==> config.mk <==
export PLATFORM = sky130hd
export DESIGN_NAME = rs232_rx
export DESIGN_NICKNAME = d
export VERILOG_FILES = /design/src/rtl/rs232_rx.sv
export SDC_FILE = /design/constraint.sdc
export NUM_CORES = 1
export LEC_CHECK = 0
export CORE_ASPECT_RATIO = 0.9
export CORE_MARGIN = 4
export CORE_UTILIZATION = 44
export CTS_CLUSTER_SIZE = 25
export DETAILED_ROUTE_END_ITERATION = 6
export PLACE_DENSITY = 0.63
export SLEW_MARGIN = 20
export SYNTH_ARGS = -nofsm -noshare
export SYNTH_HDL_FRONTEND = slang
export SYNTH_SLANG_ARGS = --single-unit
==> constraint.sdc <==
create_clock -name clk_ref -period 3.3 [get_ports clk_ref]
set_input_delay 0.33 -clock clk_ref [delete_from_list [all_inputs] [get_ports clk_ref]]
set_output_delay 0.33 -clock clk_ref [all_outputs]
set_load 0.05 [all_outputs]
==> src/rtl/rs232_rx.sv <==
// rs232_rx: 8-bit asynchronous serial receiver, LSB first, one stop bit.
// Optional even-parity bit when the RS232_RX_PARITY_EN macro is defined;
// otherwise o_rx_parity_err is tied low and the frame is 10 bits long.
// Bits are sampled in mid-bit using a baud counter clocked by clk_ref.
module rs232_rx #(
    parameter int CLK_FREQ  = 50_000_000,
    parameter int BAUD_RATE = 115200
) (
    input  logic       clk_ref,
    input  logic       rst,
    input  logic       i_rx_pin,
    output logic [7:0] o_rx_dat,
    output logic       o_rx_done,
    output logic       o_rx_frame_err,
    output logic       o_rx_parity_err,
    output logic       o_rx_busy
);

    localparam int BIT_CNT  = CLK_FREQ / BAUD_RATE;
    localparam int HALF_CNT = BIT_CNT / 2;
    localparam int CNT_W    = $clog2(BIT_CNT);

    localparam logic [CNT_W-1:0] BIT_LAST  = CNT_W'(BIT_CNT - 1);
    localparam logic [CNT_W-1:0] HALF_LAST = CNT_W'(HALF_CNT - 1);

    localparam logic [2:0] IDLE   = 3'd0;
    localparam logic [2:0] START  = 3'd1;
    localparam logic [2:0] DATA   = 3'd2;
`ifdef RS232_RX_PARITY_EN
    localparam logic [2:0] PARITY = 3'd3;
`endif
    localparam logic [2:0] STOP   = 3'd4;

    logic             rx_meta;
    logic             rx_sync;
    logic             rx_prev;
    logic             rx_fall;
    logic [2:0]       state;
    logic [CNT_W-1:0] baud_cnt;
    logic [2:0]       bit_idx;
    logic [7:0]       shift;
    logic             cnt_last;
    logic             half_last;
`ifdef RS232_RX_PARITY_EN
    logic             par_err_q;
`endif

    // Two-flop synchronizer plus a history flop for falling-edge detection.
    // NOTE: the chain resets to 1 (idle line level) so reset release never
    // looks like a start edge; sequential state always uses non-blocking <=.
    always_ff @(posedge clk_ref or posedge rst) begin
        if (rst) begin
            rx_meta <= 1'b1;
            rx_sync <= 1'b1;
            rx_prev <= 1'b1;
        end else begin
            rx_meta <= i_rx_pin;
            rx_sync <= rx_meta;
            rx_prev <= rx_sync;
        end
    end

    assign rx_fall   = rx_prev & ~rx_sync;
    assign cnt_last  = (baud_cnt == BIT_LAST);
    assign half_last = (baud_cnt == HALF_LAST);
    assign o_rx_busy = (state != IDLE);

`ifndef RS232_RX_PARITY_EN
    assign o_rx_parity_err = 1'b0;
`endif

    // Receive FSM: mid-bit sampling, shifting, and one-cycle result pulses.
    always_ff @(posedge clk_ref or posedge rst) begin
        if (rst) begin
            state          <= IDLE;
            baud_cnt       <= '0;
            bit_idx        <= '0;
            shift          <= '0;
            o_rx_dat       <= '0;
            o_rx_done      <= 1'b0;
            o_rx_frame_err <= 1'b0;
`ifdef RS232_RX_PARITY_EN
            par_err_q       <= 1'b0;
            o_rx_parity_err <= 1'b0;
`endif
        end else begin
            // Pulses default low so each lasts exactly one cycle.
            o_rx_done      <= 1'b0;
            o_rx_frame_err <= 1'b0;
`ifdef RS232_RX_PARITY_EN
            o_rx_parity_err <= 1'b0;
`endif
            case (state)
                IDLE: begin
                    baud_cnt <= '0;
                    bit_idx  <= '0;
                    if (rx_fall)
                        state <= START;
                end
                START: begin
                    if (half_last) begin
                        // Line back high at mid start bit: a glitch, drop it.
                        baud_cnt <= '0;
                        state    <= rx_sync ? IDLE : DATA;
                    end else begin
                        baud_cnt <= baud_cnt + 1'b1;
                    end
                end
                DATA: begin
                    if (cnt_last) begin
                        baud_cnt <= '0;
                        shift    <= {rx_sync, shift[7:1]};
                        bit_idx  <= bit_idx + 1'b1;
                        if (bit_idx == 3'd7) begin
`ifdef RS232_RX_PARITY_EN
                            state <= PARITY;
`else
                            state <= STOP;
`endif
                        end
                    end else begin
                        baud_cnt <= baud_cnt + 1'b1;
                    end
                end
`ifdef RS232_RX_PARITY_EN
                PARITY: begin
                    if (cnt_last) begin
                        baud_cnt  <= '0;
                        par_err_q <= rx_sync ^ (^shift);
                        state     <= STOP;
                    end else begin
                        baud_cnt <= baud_cnt + 1'b1;
                    end
                end
`endif
                STOP: begin
                    if (cnt_last) begin
                        baud_cnt <= '0;
                        state    <= IDLE;
                        // A low stop bit outranks a parity mismatch.
                        if (!rx_sync) begin
                            o_rx_frame_err <= 1'b1;
`ifdef RS232_RX_PARITY_EN
                        end else if (par_err_q) begin
                            o_rx_parity_err <= 1'b1;
`endif
                        end else begin
                            o_rx_dat  <= shift;
                            o_rx_done <= 1'b1;
                        end
                    end else begin
                        baud_cnt <= baud_cnt + 1'b1;
                    end
                end
                default: begin
                    baud_cnt <= '0;
                    state    <= IDLE;
                end
            endcase
        end
    end

endmodule

==> key figures, run 1 <==
Clock network
  – Clock latency on the worst-skew pair: 290 ps
  – Clock-pin transition on the worst setup and hold timing paths: 70 ps
  – # hold bufs at CTS: 0
  – Sink Count: 36
  – Root Buffer: clkbuf_8
  – Post-CTS Setup Bufs: 0
  – Post-cts gate resize count: 0
  – CTS Buffer Depth: 2
  – CTS buffer count: 5
  – Htree depth: 2
  – CTS tree: done

Power
  – PwrDens: 505 nW/um^2
  – VDD IR max: 0.388 mV
  – Leak pwr: 0.893 nW

Worst hold path
  – Worst Hold End: rx_sync
  – Hold_sp: rx_meta
  – Worst Hold Depth: 0
  – Tightest Hold Check Type: flop to flop

Layout
  – Non-Filler Instances: 193
  – Area growth from synthesis to layout: 14.2%
  – Fillers: 304
  – Layout cell share with drive strength beyond 1: 22.1%
  – Final instance area: 1890 um^2
  – Area of the multi-input gates: 686 um^2
  – Register Area: 905 um^2
  – Antenna cells: 0
  – Nets@finish: 156

Worst setup path
  – Slowest cell on crit path: clkdlybuf4s50_1
  – CP Buf/Inv Count: 1
  – Delay-heaviest family, CP: buffers and inverters
  – CP Max Fanout: 12
  – Critical Path, Cell by Cell: or3_1 -> clkdlybuf4s50_1
  – Crit. End Element: primary output
  – Startpoint Class: flop
  – R2r setup slk: 1390 ps
  – Reg2reg start: baud_cnt[1]
  – CP required: 2970 ps
  – CP peak stage delay: 720 ps
  – Crit path DAT: 2010 ps
  – Reg2Reg Depth: 5
  – RR Endpoint: o_rx_dat[5]
  – WS Path Type: flop to primary output

Drt
  – DRC Markers: 0
  – Post-detailed-route via-to-cell ratio: 5.46
  – Vias: 1053
  – Detailed-route wire length: 2680 um
  – Detailed router's first-iteration violation count: 47
  – Drt pass-1 iters: 2
  – Avg WL per Cell: 13.9 um
  – Final ANT Viol Nets: 0

Logic synthesis
  – Largest area contributor in the netlist: dfrtp_1
  – Cells after synthesis: 134
  – Synth warn: 0
  – Share of the synthesized area in the top cell type: 49.8%
  – Prevailing post-synth register cell: dfrtp_1
  – Seq/Total Area, Yosys: 54.5%
  – Asr flop ratio synth: 100%
  – Yosys cell types: 39
  – Post-synthesis cell area: 1660 um^2
  – Syn Area/Cell: 12.4 um^2
  – Post-synth net total: 142
  – Leading post-synthesis cells by cell area: dfrtp_1 (50%), mux2_2 (11%), dfstp_2 (4.8%)
  – Yosys reg bits: 36
  – Post-synth EDFFs: 0

STA
  – Setup TNS: 0 ps
  – RSZ-0062 raised after global routing: no
  – Final worst setup slack: 960 ps
  – Skew final: 5.33 ps
  – Rel. slew slack: 52.1%
  – Slew @ Worst Pin: 716 ps
  – Max Clk Rate: 427 MHz
  – Max Slew Vio Count: 0
  – Tcrit/Tclk final: 70.9%
  – Fin Hold WS: 358 ps
  – Fin crit period: 2340 ps
  – Final-report hold violation count: 0
  – Setup violators final: 0

Placement
  – Gp weighted congestion: 0.752
  – Port buffer count: 13
  – Dpl hpwl: 1840 um
  – Placed cell area: 1800 um^2
  – Post-Place Setup Slack: 1270 ps
  – Placed insts: 185

GRT
  – Total track usage: 12.9%
  – First-pass GRT wire length: 4730 um
  – Antenna violations before repair: 0
  – Largest net degree at the start of global routing: 37
  – GR peak layer: met2
  – Met1 usage: 16.5%
  – Met3 Resource Use GR: 4.10%
  – Met2 Use GR: 19.8%
  – Vias in the first global route: 1031
  – GRT Residual Overflow: 0

Floorplan
  – Initial core utilization: 47.4%
  – Die X: 72.7 um
  – Area of the die: 4820 um^2
  – IO Count: 15
  – Area of the core: 3500 um^2
  – Die H: 66.3 um
  – Std-Cell Rows: 20

Flow run
  – Total of max-cap violations: 0

Run status
  – Outcome: completed
[synthesized netlist by cell type (3+ instances only)]
master / n
ha_1: 5
nand3_1: 6
dfstp_2: 3
nor2_1: 4
a22oi_1: 4
or3_1: 5
nand2_1: 6
mux2_2: 16
dfrtp_1: 33
a21oi_1: 5
o21ai_0: 6
inv_1: 5
[per-stage QoR]
| stage | util (%) | power, mW |
|---|---|---|
| 2_1_floorplan | - | 0.619 |
| 3_3_place_gp | 51.4 | 0.652 |
| 3_5_place_dp | 51.4 | 0.656 |
| 4_1_cts | 54.1 | 0.970 |
| 5_1_grt | 54.1 | 1.01 |
| 6_report | 54.1 | 0.957 |
[cells by family after synthesis]
kind of cell / share of synthesized area, %
other: 0.226
and+or+nand+nor: 14.0
muxes: 11.5
AOI/OAI and AO/OA: 9.80
buffers and inverters: 4.15
DFF: 54.5
xor gates and xnor gates: 2.11
adders and majority gates: 3.77
[state kept, by name, summed over array words and instances (netlist names)]
signal,flops
baud_cnt,9
bit_idx,3
o_rx_dat,8
o_rx_done,1
o_rx_frame_err,1
rx_meta,1
rx_prev,1
rx_sync,1
shift,8
state,3
[worst max-delay path by stage]
stage	end	slack (ps)	from	cells after the start
floorplan	bit_idx[1]	1620	state[1]	3
global placement	o_rx_busy	1320	state[1]	2
detailed placement	o_rx_busy	1270	state[1]	2
CTS	o_rx_busy	950	state[1]	2
global route	o_rx_busy	890	state[1]	2
finish	o_rx_busy	960	state[1]	2
[layer usage]
| layer | up-vias | part of all wire [%] | routed length (um) |
|---|---|---|---|
| met5 | - | 0 | 0 |
| met4 | 0 | 1.8 | 47 |
| met3 | 8 | 4.2 | 112 |
| met2 | 17 | 44 | 1190 |
| met1 | 520 | 50 | 1340 |
| li1 | 508 | - | - |
[power breakdown]
part | internal, mW | switching, mW | total, mW
logic | 0.0541 | 0.0684 | 0.123
clock network | 0.149 | 0.162 | 0.311
registers | 0.476 | 0.0473 | 0.523
[cell type report]
cell class | count | area share, %
Clock buffer | 5 | 3.63
Clock inverter | 3 | 1.25
Inverter | 5 | 0.991
Multi-Input combinational cell | 86 | 36.2
Sequential cell | 36 | 47.8
Tap cell | 44 | 2.91
Timing Repair Buffer | 14 | 7.27
[cell usage in the layout, fill, tap and decap left out, drive strengths merged]
| master | n |
|---|---|
| a211o | 2 |
| a21boi | 2 |
| a21o | 1 |
| a21oi | 5 |
| a22oi | 4 |
| a32o | 2 |
| and2 | 1 |
| and3 | 1 |
| and4b | 1 |
| and4bb | 1 |
| buf | 1 |
| clkbuf | 5 |
| clkdlybuf4s50 | 13 |
| clkinv | 1 |
| clkinvlp | 2 |
| conb | 1 |
| dfrtp | 33 |
| dfstp | 3 |
| ha | 5 |
| inv | 5 |
| mux2 | 16 |
| mux2i | 1 |
| nand2 | 6 |
| nand3 | 6 |
| nand4 | 4 |
| nand4b | 1 |
| nand4bb | 1 |
| nor2 | 4 |
| nor2b | 1 |
| nor3b | 2 |
| nor4b | 1 |
| o211ai | 2 |
| o21ai | 6 |
| or3 | 5 |
| xnor2 | 2 |
| xor2 | 2 |
Note: power is estimated with default switching activity, not from simulation.
==> run 2, diff against run 1 <==
==> constraint.sdc (replaced) <==
create_clock -name clk_ref -period 2.3 [get_ports clk_ref]
set_input_delay 0.23 -clock clk_ref [delete_from_list [all_inputs] [get_ports clk_ref]]
set_output_delay 0.23 -clock clk_ref [all_outputs]
set_load 0.05 [all_outputs]
==> key figures, run 2 (same netlist as run 1, synthesis figures left out) <==
Placement
  – Placed cell area: 1820 um^2 (+1.2%)
  – Port buffer count: 13 (unchanged)
  – Post-Place Setup Slack: 422 ps (-850 ps)
  – Placed insts: 188 (+1.6%)
  – Dpl hpwl: 1990 um (+7.9%)
  – Gp weighted congestion: 0.763 (+1.3%)

Floorplan
  – Area of the die: 4820 um^2 (unchanged)
  – Initial core utilization: 47.4% (unchanged)
  – Area of the core: 3500 um^2 (unchanged)
  – Std-Cell Rows: 20 (unchanged)
  – Die X: 72.7 um (unchanged)
  – IO Count: 15 (unchanged)
  – Die H: 66.3 um (unchanged)

Drt
  – DRC Markers: 0 (unchanged)
  – Detailed-route wire length: 2880 um (+7.3%)
  – Final ANT Viol Nets: 0 (unchanged)
  – Post-detailed-route via-to-cell ratio: 5.42 (-0.69%)
  – Vias: 1062 (+0.85%)
  – Avg WL per Cell: 14.7 um (+5.6%)
  – Drt pass-1 iters: 4 (+2)
  – Detailed router's first-iteration violation count: 66 (+40%)

Worst setup path
  – CP required: 2070 ps (-900 ps)
  – Reg2Reg Depth: 5 (unchanged)
  – RR Endpoint: o_rx_dat[1]
  – CP Max Fanout: 10 (-2)
  – Startpoint Class: flop
  – CP startpoint: state[0]
  – CP endpoint: o_rx_busy
  – Reg2reg start: baud_cnt[1]
  – Crit path DAT: 1900 ps (-110 ps)
  – Critical Path, Cell by Cell: or3_1 -> clkdlybuf4s50_1
  – CP peak stage delay: 720 ps (about the same)
  – WS Path Type: flop to primary output
  – Slowest cell on crit path: clkdlybuf4s50_1
  – Crit. End Element: primary output
  – R2r setup slk: 450 ps (-940 ps)

Layout
  – Area of the multi-input gates: 686 um^2 (unchanged)
  – Fillers: 307 (+0.99%)
  – Fin util: 55.1% (+1.1 points)
  – Most frequent cells in the layout: dfrtp_1 (33), mux2_2 (16), clkdlybuf4s50_1 (13)
  – Layout cell share with drive strength beyond 1: 23.0% (+0.88 points)
  – Largest registers: baud_cnt (9), o_rx_dat (8), shift (8)
  – Register Area: 905 um^2 (unchanged)
  – Non-Filler Instances: 196 (+1.6%)
  – Max FFs per register: 9 (unchanged)
  – Area growth from synthesis to layout: 16.4%
  – Commonest non-fill, non-tap cell in the layout: dfrtp_1
  – Antenna cells: 0 (unchanged)
  – Final instance area: 1930 um^2 (+2.0%)
  – Nets@finish: 159 (+1.9%)
  – Largest reg by FF count: baud_cnt

GRT
  – GRT Residual Overflow: 0 (unchanged)
  – Antenna violations before repair: 0 (unchanged)
  – Vias in the first global route: 1055 (+2.3%)
  – First-pass GRT wire length: 5020 um (+6.0%)
  – Largest net degree at the start of global routing: 37 (unchanged)
  – Total track usage: 14.0% (+1.2 points)

Power
  – PwrDens: 766 nW/um^2 (+52%)
  – VDD IR max: 0.450 mV (+16%)
  – Overall power: 1.48 mW (+55%)
  – Leak pwr: 0.924 nW (+3.5%)

STA
  – Tcrit/Tclk final: 92.6%
  – Max Slew Vio Count: 0 (unchanged)
  – Final worst setup slack: 169 ps (-791 ps)
  – Slew @ Worst Pin: 497 ps (-219 ps)
  – Skew final: 10.1 ps (+4.79 ps)
  – Setup TNS: 0 ps (unchanged)
  – Final-report hold violation count: 0 (unchanged)
  – Rel. slew slack: 66.8% (+15 points)
  – Setup violators final: 0 (unchanged)
  – Max Clk Rate: 469 MHz
  – RSZ-0062 raised after global routing: no
  – Fin crit period: 2130 ps
  – Fin Hold WS: 335 ps (-23.1 ps)

Clock network
  – Sink Count: 36 (unchanged)
  – CTS Buffer Depth: 2 (unchanged)
  – Htree depth: 2 (unchanged)
  – Root Buffer: clkbuf_8
  – Clock latency on the worst-skew pair: 290 ps (about the same)
  – CTS buffer count: 5 (unchanged)
  – # hold bufs at CTS: 0 (unchanged)
  – Clock-pin transition on the worst setup and hold timing paths: 70 ps (about the same)
  – Post-CTS Setup Bufs: 0 (unchanged)
  – CTS tree: done
  – Post-cts gate resize count: 0 (unchanged)

Flow run
  – Total of max-cap violations: 0 (unchanged)

Worst hold path
  – Tightest Hold Check Type: primary input to async pin

Run status
  – Outcome: completed
[run 2: area by class of cell]
class | count | area share, %
Clock buffer | 6 | 3.76
Clock inverter | 2 | 1.81
Inverter | 5 | 0.972
Multi-Input combinational cell | 86 | 35.5
Sequential cell | 36 | 46.8
Tap cell | 44 | 2.85
Timing Repair Buffer | 17 | 8.29
[run 2: how the worst min path moves through the flow]
stage / start / endpoint / slack (ps) / depth (start not counted)
floorplan: i_rx_pin / rx_meta / 230 / 0
global placement: rx_meta / rx_sync / 350 / 0
detailed placement: rx_meta / rx_sync / 350 / 0
CTS: rst / shift[4] / 350 / 3
global route: i_rx_pin / rx_meta / 340 / 1
finish: rst / shift[6] / 340 / 3
[run 2: worst max-delay path, delay by kind of cell, from the launching register on]
kind,cells,cell delay (ps)
buf+inv,1,720
simple gates,1,420
flops,1,470
[run 2: power by group]
part	total [mW]	internal, mW	switching, mW
Combinational	0.182	0.0815	0.101
Clock	0.545	0.322	0.223
Sequential	0.752	0.683	0.0696
Total	1.48	1.09	0.394
[run 2: per-layer routing]
| metal | up-vias | track usage, % | part of all wire, % |
|---|---|---|---|
| li1 | 516 | - | - |
| met1 | 517 | 17.4 | 46 |
| met2 | 24 | 21.5 | 47 |
| met3 | 5 | 4.56 | 5.5 |
| met4 | 0 | 7.60 | 1.8 |
| met5 | - | 0 | 0 |
